<file path="src/rtl/nd_2to1_arb.sv">
// Fair 2-to-1 merge node: two 4-phase req/ack input channels feed one FIFO
// that drains, in acceptance order, into a single 4-phase output channel.
module nd_2to1_arb #(
  parameter int unsigned FSZ   = 4,
  parameter int unsigned ASZ   = 8,
  parameter int unsigned DSZ   = 8,
  parameter int unsigned RSZ   = 4,
  parameter bit          PRIO0 = 1'b0
) (
  input  logic           i_clk,
  input  logic           reset,
  output logic           ready,
  input  logic           rcv0_req,
  output logic           rcv0_ack,
  input  logic [ASZ-1:0] rcv0_src,
  input  logic [ASZ-1:0] rcv0_dst,
  input  logic [DSZ-1:0] rcv0_dat,
  input  logic [RSZ-1:0] rcv0_red,
  input  logic           rcv1_req,
  output logic           rcv1_ack,
  input  logic [ASZ-1:0] rcv1_src,
  input  logic [ASZ-1:0] rcv1_dst,
  input  logic [DSZ-1:0] rcv1_dat,
  input  logic [RSZ-1:0] rcv1_red,
  output logic           snd_req,
  input  logic           snd_ack,
  output logic [ASZ-1:0] snd_src,
  output logic [ASZ-1:0] snd_dst,
  output logic [DSZ-1:0] snd_dat,
  output logic [RSZ-1:0] snd_red
);

  localparam int unsigned MSZ = 2 * ASZ + DSZ + RSZ;
  localparam int unsigned PW  = (FSZ > 1) ? $clog2(FSZ) : 1;
  localparam int unsigned CW  = PW + 1;
  localparam logic [CW-1:0] FULL = CW'(FSZ);

  typedef enum logic [1:0] {
    S_IDLE,
    S_REQ,
    S_WAIT_LOW
  } snd_state_t;

  logic [MSZ-1:0] mem [FSZ];
  logic [PW-1:0]  wr_ptr;
  logic [PW-1:0]  rd_ptr;
  logic [CW-1:0]  count;
  logic           rr_ptr;
  logic           init_done;
  snd_state_t     state;

  logic           elig0_c;
  logic           elig1_c;
  logic           grant0_c;
  logic           grant1_c;
  logic           push_c;
  logic           pop_c;
  logic [MSZ-1:0] wr_msg_c;
  logic [MSZ-1:0] head_c;

  // Input arbitration: one grant per cycle, pointer or fixed priority on contention
  always_comb begin
    elig0_c  = ready && rcv0_req && !rcv0_ack && (count < FULL);
    elig1_c  = ready && rcv1_req && !rcv1_ack && (count < FULL);
    grant0_c = 1'b0;
    grant1_c = 1'b0;
    if (elig0_c && elig1_c) begin
      if (PRIO0 || !rr_ptr) grant0_c = 1'b1;
      else                  grant1_c = 1'b1;
    end else begin
      grant0_c = elig0_c;
      grant1_c = elig1_c;
    end
    push_c   = grant0_c || grant1_c;
    wr_msg_c = grant1_c ? {rcv1_src, rcv1_dst, rcv1_dat, rcv1_red}
                        : {rcv0_src, rcv0_dst, rcv0_dat, rcv0_red};
    head_c   = mem[rd_ptr];
    // The output register reloads from IDLE, or straight out of WAIT_LOW once ack drops
    pop_c    = ready && (count != '0) &&
               ((state == S_IDLE) || ((state == S_WAIT_LOW) && !snd_ack));
  end

  // FIFO storage; contents need no reset because pointers and count gate visibility
  always_ff @(posedge i_clk) begin
    if (push_c) mem[wr_ptr] <= wr_msg_c;
  end

  // Init sequencing, input acks, FIFO pointers and the output handshake FSM
  always_ff @(posedge i_clk) begin
    if (!reset) begin
      init_done <= 1'b0;
      ready     <= 1'b0;
      rcv0_ack  <= 1'b0;
      rcv1_ack  <= 1'b0;
      snd_req   <= 1'b0;
      snd_src   <= '0;
      snd_dst   <= '0;
      snd_dat   <= '0;
      snd_red   <= '0;
      wr_ptr    <= '0;
      rd_ptr    <= '0;
      count     <= '0;
      rr_ptr    <= 1'b0;
      state     <= S_IDLE;
    end else begin
      init_done <= 1'b1;
      ready     <= init_done;

      if (grant0_c)      rcv0_ack <= 1'b1;
      else if (!rcv0_req) rcv0_ack <= 1'b0;
      if (grant1_c)      rcv1_ack <= 1'b1;
      else if (!rcv1_req) rcv1_ack <= 1'b0;

      // Pointer names the channel that was not served last
      if (push_c) begin
        wr_ptr <= wr_ptr + 1'b1;
        rr_ptr <= grant0_c;
      end

      if (push_c && !pop_c)      count <= count + 1'b1;
      else if (!push_c && pop_c) count <= count - 1'b1;

      case (state)
        S_IDLE: ;
        S_REQ: begin
          if (snd_ack) begin
            snd_req <= 1'b0;
            state   <= S_WAIT_LOW;
          end
        end
        S_WAIT_LOW: begin
          if (!snd_ack) state <= S_IDLE;
        end
        default: state <= S_IDLE;
      endcase

      if (pop_c) begin
        {snd_src, snd_dst, snd_dat, snd_red} <= head_c;
        snd_req <= 1'b1;
        rd_ptr  <= rd_ptr + 1'b1;
        state   <= S_REQ;
      end
    end
  end

endmodule
</file>
<file path="config.mk">
export PLATFORM = sky130hd
export DESIGN_NAME = nd_2to1_arb
export DESIGN_NICKNAME = d
export VERILOG_FILES = /design/src/rtl/nd_2to1_arb.sv
export SDC_FILE = /design/constraint.sdc
export NUM_CORES = 1
export LEC_CHECK = 0
export CAP_MARGIN = 20
export CORE_MARGIN = 8
export CORE_UTILIZATION = 40
export CTS_CLUSTER_DIAMETER = 40
export DETAILED_ROUTE_END_ITERATION = 16
export PLACE_DENSITY = 0.74
export SYNTH_ARGS = -nofsm -noshare
export SYNTH_HDL_FRONTEND = slang
export SYNTH_SLANG_ARGS = --single-unit
export TNS_END_PERCENT = 50
</file>
<file path="constraint.sdc">
create_clock -name i_clk -period 2.2 [get_ports i_clk]
set_input_delay 0.55 -clock i_clk [delete_from_list [all_inputs] [get_ports i_clk]]
set_output_delay 0.55 -clock i_clk [all_outputs]
set_load 0.005 [all_outputs]
</file>
# After elaboration in Yosys (flattened, before gate mapping)

Memories as Yosys holds them, arrays and structs flattened. A register that Yosys moved wholly into a read port is not among the register bits.
Index checks and enable logic that the tools add are counted.

Output and inout port bits: 32
Bits in registers: 15
RAM bits: 112
Memories: 1

Order comparisons: 1
Bitwise gates (word level): 2
Muxes and demuxes: 21
Reductions and logical operators: 29
$add $sub $neg: 4
Eq/ne operators: 9

Memories:

| name | depth | width | read ports | clocked after memory_dff | wr ports | RTL line | RTL |
|---|---|---|---|---|---|---|---|
| mem  | 4     | 28    | 1          | 1                        | 1        | 44       | `logic [MSZ-1:0] mem [FSZ];` |

Operators by type and width:

| operator              | count |
|---|---|
| $mux W28              | 1 |
| $mux W1               | 15 |
| $logic_and A1 B1 Y1   | 12 |
| $logic_not A1 Y1      | 6 |
| $mux W3               | 2 |
| $ne A2 B2 Y1 const B  | 3 |
| $ne A3 B3 Y1 const B  | 2 |
| $pmux W2 S3           | 1 |
| $reduce_and A3 Y1     | 2 |
| $reduce_bool A2 Y1    | 3 |
| $add A2 B1 Y2 const B | 2 |
| $mux W2               | 2 |
| $ne A2 B1 Y1 const B  | 2 |
| $add A3 B1 Y3 const B | 1 |
| $lt A3 B3 Y1 const B  | 1 |
| $reduce_bool A3 Y1    | 1 |
| $sub A3 B1 Y3 const B | 1 |
| $eq A2 B1 Y1 const B  | 1 |
| $eq A2 B2 Y1 const B  | 1 |
| $logic_not A2 Y1      | 1 |
| $logic_or A1 B1 Y1    | 2 |
| $not A1 Y1            | 2 |
| $reduce_and A2 Y1     | 1 |
| $reduce_or A2 Y1      | 1 |

# Depth between registers and ports, before layout

Gate-level depths: netlist of run 1.

Depth in word-level cells: 10
Gate-level depth with buffers: 10

# Worst setup path before layout of run 1

Ideal clock, no wire load.

Kind: input to register
Start: in snd_ack
End: reg count[2]
Arrival time: 2.304 ns
Slack: -0.180 ns
Cell stages on the path: 9
Required time: 2.124 ns
Library setup time: 0.076 ns
Cells stage by stage: a2111oi_4 clkbuf_1 inv_1 ha_1 inv_1 fa_1 xor2_1 or3_1 a21boi_0

Longest elaborated chain between the ends: 7
Elaborated cells between the ends (all ways): 9
Classes of those cells: 1 x mux; 8 x reduce/logical

Ends and longest elaborated chain:

| what                                                 | RTL line | RTL |
|---|---|---|
| start: declaration                                   | 26       | `input logic snd_ack,` |
| $logic_not A1 Y1 *                                   | --       |  |
| $logic_and A1 B1 Y1 *                                | 80       | `((state == S_IDLE) \|\| ((state == S_WAIT_LOW) && !snd_ack));` |
| $logic_or A1 B1 Y1 *                                 | 80       |  |
| $logic_and A1 B1 Y1 *                                | 79       | `pop_c = ready && (count != '0) &&` |
| $logic_not A1 Y1                                     | 120      | `if (push_c && !pop_c) count <= count + 1'b1;` |
| $logic_and A1 B1 Y1                                  | 120      |  |
| $mux W3 / $reduce_bool A2 Y1 (equally long branches) | --       |  |
| end signal: assignment                               | 120      |  |
| end signal: assignment                               | 121      | `else if (!push_c && pop_c) count <= count - 1'b1;` |
| end: declaration                                     | 47       | `logic [CW-1:0] count;` |

Mark *: on every way between the ends. The rest lies on a longest branch, timed or not.
A chain may end at the register's enable or synchronous reset.

# Worst setup path in the final report of run 1

Start: reg count[2]
End: reg count[2]

Longest elaborated chain between the ends: 8
Elaborated cells between the ends (all ways): 19
Classes of those cells: 2 x add/sub; 1 x order compare; 4 x mux; 12 x reduce/logical

Ends and longest elaborated chain:

| what                                          | RTL line | RTL |
|---|---|---|
| $lt A3 B3 Y1                                  | 63, 64   |  |
| $logic_and A1 B1 Y1, on equally long branches | 63, 64   |  |
| $logic_and A1 B1 Y1                           | 67       | `if (elig0_c && elig1_c) begin` |
| $mux W1                                       | 67       |  |
| $logic_or A1 B1 Y1                            | 74       | `push_c = grant0_c \|\| grant1_c;` |
| $logic_not A1 Y1                              | 121      |  |
| $logic_and A1 B1 Y1                           | 121      |  |
| $reduce_bool A2 Y1 (no source line)           | --       |  |

Several ways; a longest one is shown, not always the timed one. The select of a mux whose other input is x is not followed.

==> out/metrics.yaml, run 1 <==
r2r-end: "count[2]"
first_global_vias: 3739
syn_avg_cell_area_um2: 17.58
cpLargestDelayFamily: "simple AND/OR/NAND/NOR gates"
switchingPower_mw: 1.601
syn_area_mm2: 0.006066
cts_inserted_buffers: 17
fmax_mhz: 480.3
ys_types: 34
grt_max_degree: 34
status: "completed"
critPathBufInv: 2
relSlewSlack_pct: 72.57
core_mm2: 0.01503
antenna_left: 0
viasPerCell: 5.030
startpoint: "count[2]"
fp.dieW_um: 139.1
power_frac_comb_pct: 13.5
seqCellArea_mm2: 0.004230
stdcell_count: 665
cp.arrival_ps: 2410
max-vdd-ir-drop_uv: 518.7
grt_pass1_wl_um: 19290
dieArea_mm2: 0.01936
synth_top_family_by_area: "multiplexers"
finalWeightedCongestion: 0.6770
diodes: 0
crit_type: "reg2reg"
power_switching_share_pct: 21.80
synth_flop_cell: "edfxtp_1"
synth_xor_area_share_pct: 0.7219
path_max_fanout: 4
synth_seq_area_share_pct: 69.64
yosys.area_share.simple_pct: 4.538
pwr-share-clk_pct: 40.2
synth_compound_area_share_pct: 5.693
cts_tree: "built"
cts_max_path_buffers: 2
grt_usage_pct: 13.11
synth-edff-count: 112
synthAdderAreaFrac_pct: 1.361
nets: 531
final.setup.worst_slack_ps: 117.8
finClkSkew_ps: 8.487
syn_nets: 412
p_int_mw: 5.745
die_h_um: 139.1
placed_cells: 631
dpl_cell_area_mm2: 0.007400
cts.htree.levels: 4
cpMaxStageDelayCell: "or3_1"
multi_input_area_mm2: 0.001752
synthCells: 345
routed_wl_um: 12130
r2r_start: "count[2]"
maxCapViolations: 0
first_iter_violations: 173
pwr-share-seq_pct: 46.2
rows: 45
min_delay_path_depth: 2
hold_violations: 0
setup_viol_count_final: 0
synthMuxAreaShare_pct: 16.09
fin_crit_ps: 2082
endpoint_kind: "register"
clk_pin_slew_ps: 60
path_cells: "nor3_4 > a2111oi_4 > inv_1 > ha_2 > inv_2 > fa_2 > xor2_2 > or3_1 > a21boi_1"
fin_crit_sh_pct: 94.65
crit_end: "count[2]"
fin_area_mm2: 0.008060
fin_hold_ws_ps: 418.0
fillers: 1222
cts.sinks: 155
hold_class: "in2reg"
initial_core_util_pct: 40.35
dp_hpwl_um: 7852
synthArstFlopShare_pct: 0
drc: 0
tightest_slew_ps: 411.4
synth_warnings: 0
gr-total-overflow: 0
area_delta_synth_final_pct: 32.88
cp.depth: 9
vias: 3345
cellPowerDensity_mw_per_mm2: 911.4
wl_per_cell_um: 18.25
ios: 93
slowest_delay_ps: 360
layout-drive-gt1-share_pct: 27.46
post-place-ws_ps: -415.8
cp-start-kind: "register"
worstPathRequired_ps: 2530
leakagePower_nw: 2.717
first_pass_iters: 4
worstSkewPairLatency_ps: 420
rr_worst_depth: 9
finalMaxSlewViolations: 0
cts_hold_buf: 0
port-buffer-count: 92
synth-seq-cells: 155
r2r_slack_ps: 120
antenna_found_initial: 0
cts-root-buf: "clkbuf_16"
hold_start: "rcv0_req"
-- per-layer routing --
layer | part of all wire (%) | vias up | track usage [%] | wire length, um
met5 | 0 | - | 0 | 0
met4 | 0.96 | 0 | 4.737 | 117
met3 | 4.6 | 10 | 4.578 | 561
met2 | 53 | 84 | 23.37 | 6417
met1 | 42 | 1674 | 14.13 | 5037
li1 | - | 1577 | - | -
-- registers in the layout, summed over array words and instances (netlist names) --
signal and flops:
snd_req 1, rd_ptr 2, init_done 1, snd_dat 8
rcv0_ack 1, rr_ptr 1, ready 1, mem 112
state 2, snd_red 4, snd_src 8, rcv1_ack 1
snd_dst 8, count 3, wr_ptr 2
-- cell usage after synthesis (2+ instances only) --
cell type  number  area [um2]
xor2_1          2       17.52
o2bb2ai_1      28       245.2
nand2b_1        4       25.02
or3_1           2       12.51
o21ai_0         2       10.01
mux2i_1         3       30.03
buf_2           2       10.01
mux4_2         28       630.6
nor2b_1         3       18.77
buf_4           5       37.54
mux2_2         27       304.0
dfxtp_1        43       860.8
clkbuf_1       12       45.04
ha_1            5       62.56
nor2_1          2       7.510
and2_1          9       56.30
edfxtp_1      112        3363
xnor2_1         3       26.28
o211a_1         2       20.02
a21boi_0        2       15.01
inv_1           7       26.28
nand2_1        30       112.6
-- area by class of cell --
| cell class | instances | area share [%] |
|---|---|---|
| clock buffers | 23 | 6.318 |
| clock inverters | 9 | 1.319 |
| inverters | 7 | 0.3260 |
| multi-input cells | 164 | 21.73 |
| flip-flops and latches | 155 | 52.48 |
| well taps | 188 | 2.918 |
| repair buffers | 119 | 14.90 |
-- worst min path at each step --
stage	endpoint	slack (ps)
6_report	rcv0_ack	420
5_1_grt	rcv0_ack	400
4_1_cts	rcv1_ack	440
3_5_place_dp	ready	440
3_3_place_gp	ready	420
2_1_floorplan	ready	410
-- cell usage in the layout (no fill, tap or decap), types with 5 or more instances in the layout --
cell,count
dfxtp_2,5
inv_1,6
dfxtp_1,38
clkdlybuf4s50_1,88
o2bb2ai_1,28
buf_12,6
clkbuf_16,18
and2_1,5
mux2_2,27
edfxtp_1,112
mux4_2,28
buf_4,21
nand2_1,30
-- repair_timing --
| item | 4_1_cts | 5_1_grt |
|---|---|---|
| gates resized for setup | 0 | 9 |
| buffers inserted | 0 | 2 |
| setup endpoints to repair | 0 | 1 |
| hold endpoints to repair | 0 | 0 |
-- cells by family after synthesis --
group | after synthesis
buf+inv | 26
xor+xnor | 5
simple gates | 55
compound gates | 39
mux | 59
fa+ha+maj | 6
flops | 155
-- stage by stage --
stage	util [%]	setup TNS, ps	total power, mW
after floorplan	-	0	3.988
after global placement	49.22	-25740	4.387
after detailed placement	49.22	-31360	4.429
after CTS	53.32	0	7.395
after global routing	53.62	-0.5489	7.637
final	53.62	0	7.346
-- power by group through the flow --
stage	logic, mW	clock network [mW]	registers (mW)
floorplan	0.561	0	3.43
global placement	0.954	0	3.43
detailed placement	0.986	0	3.44
CTS	0.991	3.02	3.38
global route	1.09	3.14	3.41
finish	0.995	2.96	3.39
Power figures use the tool's default switching activity.
==> run 2, diff against run 1 <==
- GPL_TIMING_DRIVEN: unset -> 0
==> run 2 against run 1 <==
Against the previous run:
- fmax fell by 4.5%
- via count is 1.0% higher
- largest power group unchanged
- setup slack lost 97 ps
- power is 2.7% lower
- sequential power about the same
- global-route usage rose by 1.0 points
==> out/metrics.yaml, run 2 (synthesis results as in run 1) <==
fillers: 1207
drc: 0
area_delta_synth_final_pct: 30.80
clk_pin_slew_ps: 60
cellPowerDensity_mw_per_mm2: 900.7
cts-root-buf: "clkbuf_16"
nets: 532
fin_crit_ps: 2180
first_iter_violations: 282
worstPathRequired_ps: 2240
maxCapViolations: 0
initial_core_util_pct: 40.35
hold_class: "reg2reg"
wl_per_cell_um: 19.60
cpLargestDelayFamily: "simple AND/OR/NAND/NOR gates"
tightest_slew_ps: 827.1
cts_tree: "built"
final_common_cell: "edfxtp_1"
worstSkewPairLatency_ps: 420
largest_reg_flops: 112
grt_usage_pct: 14.13
fp.dieW_um: 139.1
largest-register: "mem"
max-vdd-ir-drop_uv: 687.4
dpl_cell_area_mm2: 0.007242
port-buffer-count: 92
rows: 45
final_cell_mix: "edfxtp_1, clkdlybuf4s50_1, dfxtp_1, nand2_1"
finish.utilization_pct: 52.78
path_cells: "clkdlybuf4s50_1 > nand2b_4 > a21oi_4 > buf_4 > and2_2"
critPathBufInv: 2
fin_area_mm2: 0.007934
diodes: 0
cts_inserted_buffers: 17
path_max_fanout: 28
vias: 3379
slowest_delay_ps: 690
cts.sinks: 155
first_global_vias: 3825
gr-total-overflow: 0
finalWeightedCongestion: 0.7173
core_mm2: 0.01503
antenna_left: 0
tns_ps: 0
rsz0062_at_grt: "true"
fmax_mhz: 458.8
leakagePower_nw: 2.623
dp_hpwl_um: 8229
ios: 93
cts.htree.levels: 4
power.total_mw: 7.146
die_h_um: 139.1
antenna_found_initial: 0
endpoint_kind: "register"
viasPerCell: 5.074
routed_wl_um: 13050
dieArea_mm2: 0.01936
status: "completed"
relSlewSlack_pct: 44.86
hold_violations: 0
crit_type: "in2reg"
fin_crit_sh_pct: 99.08
cp.arrival_ps: 2220
layout-drive-gt1-share_pct: 24.48
finalMaxSlewViolations: 0
finClkSkew_ps: 12.51
setup_viol_count_final: 0
cpMaxStageDelayCell: "and2_2"
first_pass_iters: 4
cp-start-kind: "input port"
grt_pass1_wl_um: 20560
cts_max_path_buffers: 2
grt_max_degree: 29
-- run 2: report_power, final --
group	switching (mW)	total [mW]	internal, mW	leakage [nW]
Combinational	0.429	0.989	0.560	0.979
Sequential	0.0853	3.39	3.30	1.36
Clock	1.10	2.77	1.67	0.280
Total	1.62	7.15	5.53	2.62
-- run 2: final timing paths --
| kind | startpoint | end | slack, ps | cells past startpoint |
|---|---|---|---|---|
| setup / recovery | rcv0_req | mem[3][8] | 20 | 5 |
| hold / removal | init_done | ready | 440 | 1 |
| setup reg to reg | count[1] | count[2] | 40 | 10 |
| hold reg to reg | init_done | ready | 440 | 1 |
-- run 2: through the flow --
stage | setup WS (ps) | cells | hold slack [ps]
2_1_floorplan | 9.146 | 345 | 411.9
3_3_place_gp | -997.1 | 625 | 413.6
3_5_place_dp | -835.4 | 625 | 423.7
4_1_cts | 19.18 | 666 | 440.3
5_1_grt | -60.12 | 666 | 468.1
6_report | 20.35 | 666 | 436.5
-- run 2: layout make-up --
type	instances	area [um2]	area share, %
clock inverters	12	95.09	1.199
repair buffers	101	998.5	12.58
plain buffers	19	102.6	1.293
clock buffers	20	478.0	6.024
multi-input cells	164	1773	22.35
flip-flops and latches	155	4225	53.26
well taps	188	235.2	2.965
inverters	7	26.28	0.3312
-- run 2: metal layers --
layer / track usage, % / share of wire, % / wire (um)
met1: 15.55 / 42 / 5449
met2: 25.63 / 53 / 6935
met3: 4.716 / 4.4 / 578
met4: 3.640 / 0.67 / 88
met5: 0 / 0 / 0
-- run 2: repair_timing --
action | 4_1_cts | 5_1_grt
endpoints found under the setup margin | 226 | 51
gates resized for setup | 5 | 5
buffers inserted | 9 | 0
pin swaps | 3 | 1
hold buffers | 0 | 0
-- run 2: worst reg2reg max path: stages (launching register included) --
cell,delay (ps)
dfxtp_1,350
nor3_2,270
a2111oi_4,90
clkbuf_8,150
inv_1,90
ha_4,150
inv_2,40
fa_2,340
xor2_1,160
or3_1,320
a21boi_1,130
==> run 3, diff against run 2 <==
- CTS_BUF_LIST: unset -> sky130_fd_sc_hd__clkbuf_4 sky130_fd_sc_hd__clkbuf_8
==> run 3 against run 2 <==
Against the previous run:
- clock skew is 0.86 ps higher
- non-clock buffer count stayed put
- via count is 0.33% lower
- first-iteration DRC count is 7.1% lower
- utilization is 1.2 points lower
- cell count stayed put
- setup slack better by 17 ps
- sequential share of layout area is 1.2 points higher
- cell area is 2.2% lower
- largest cell class unchanged
==> out/metrics.yaml, run 3 (synthesis results as in run 1) <==
status: "completed"
cts.sinks: 155
fin_crit_sh_pct: 98.30
antenna_found_initial: 0
die_h_um: 139.1
crit_type: "in2reg"
port-buffer-count: 92
cts_max_path_buffers: 2
cts_inserted_buffers: 17
critPathBufInv: 2
hold_start: "init_done"
fin_crit_ps: 2163
finClkSkew_ps: 13.37
hold_class: "reg2reg"
final_cell_mix: "edfxtp_1, clkdlybuf4s50_1, dfxtp_1, nand2_1"
min_delay_path_depth: 1
largest_reg_flops: 112
ios: 93
dieArea_mm2: 0.01936
finalWeightedCongestion: 0.7173
cpLargestDelayFamily: "buffers and inverters"
diodes: 0
cts-root-buf: "clkbuf_8"
worstSkewPairLatency_ps: 440
wl_per_cell_um: 18.87
worstPathRequired_ps: 2560
antenna_left: 0
fin_area_mm2: 0.007759
path_max_fanout: 3
core_mm2: 0.01503
rsz0062_at_grt: "true"
hold_violations: 0
nets: 532
tightest_slew_ps: 769.3
fillers: 1216
fmax_mhz: 462.4
cellPowerDensity_mw_per_mm2: 828.1
gr-total-overflow: 0
vias: 3368
cp-start-kind: "input port"
max-vdd-ir-drop_uv: 443.4
dp_hpwl_um: 8229
r2r_start: "count[0]"
endpoint_kind: "register"
maxCapViolations: 0
relSlewSlack_pct: 48.71
grt_pass1_wl_um: 19730
r2r_slack_ps: 90
slowest_delay_ps: 520
cts_hold_buf: 0
rows: 45
cts_tree: "built"
area_delta_synth_final_pct: 27.91
layout-drive-gt1-share_pct: 24.90
r2r-end: "count[2]"
routed_wl_um: 12570
first_pass_iters: 4
rr_worst_depth: 10
drc: 0
initial_core_util_pct: 40.35
largest-register: "mem"
dpl_cell_area_mm2: 0.007242
clk_pin_slew_ps: 80
path_cells: "clkdlybuf4s50_1 > nand2b_4 > a21oi_4 > ha_4 > inv_2 > fa_2 > xor2_1 > or3_1 > a21boi_1"
fp.dieW_um: 139.1
finalMaxSlewViolations: 0
setup_viol_count_final: 0
first_iter_violations: 262
finish.utilization_pct: 51.61
cpMaxStageDelayCell: "clkdlybuf4s50_1"
final_common_cell: "edfxtp_1"
cp.arrival_ps: 2520
hold_end: "ready"
viasPerCell: 5.057
leakagePower_nw: 2.541
grt_max_degree: 29
grt_usage_pct: 13.52
first_global_vias: 3705
cts.htree.levels: 4
run 3: layout make-up:
cell class              instances  area, um2  area share [%]
multi-input cells             164       1782           22.96
repair buffers                101      998.5           12.87
flip-flops and latches        155       4228           54.49
plain buffers                  19      102.6           1.322
clock buffers                  19      261.5           3.370
well taps                     188      235.2           3.032
clock inverters                13      125.1           1.613
inverters                       7      26.28          0.3387
run 3: power breakdown:
part	switching [mW]	total, mW	internal, mW
sequential	0.0902	3.39	3.30
clock	0.996	2.05	1.05
combinational	0.421	0.989	0.568
run 3: metrics by stage:
step	std cells	hold slack [ps]	setup slack (ps)	setup TNS (ps)	power, mW
finish	666	445.3	37.45	0	6.425
global route	666	480.0	5.883	0	6.689
CTS	666	448.5	15.24	0	6.449
detailed placement	625	423.7	-835.4	-148810	4.394
global placement	625	413.6	-997.1	-190100	4.355
floorplan	345	411.9	9.146	0	3.988
run 3: what timing repair did:
item	4_1_cts	5_1_grt
endpoints found under the setup margin	226	2
buffers inserted	9	0
gates resized for setup	5	10
pin swaps	3	2
run 3: per-layer routing:
layer,GRT usage (%),part of all wire (%),vias to the layer above
li1,-,-,1577
met1,15.17,42,1688
met2,23.89,51,86
met3,4.854,5.3,17
met4,3.582,0.99,0
met5,0,0,-
run 3: how the worst max path moves through the flow:
stage	start	end	slack, ps	depth (start not counted)
6_report	rcv0_req	count[2]	40	9
5_1_grt	rcv0_req	count[2]	6	9
4_1_cts	count[1]	count[2]	20	10
3_5_place_dp	rcv1_req	mem[2][18]	-840	5
3_3_place_gp	rcv1_req	mem[0][20]	-1000	4
2_1_floorplan	snd_ack	count[2]	9	9
run 3: worst register-to-register path, stage by stage (launching register included):
cell	delay [ps]
dfxtp_2	360
nor3_4	220
a2111oi_4	80
clkbuf_8	150
inv_1	80
ha_4	150
inv_2	40
fa_2	340
xor2_1	160
or3_1	320
a21boi_1	130
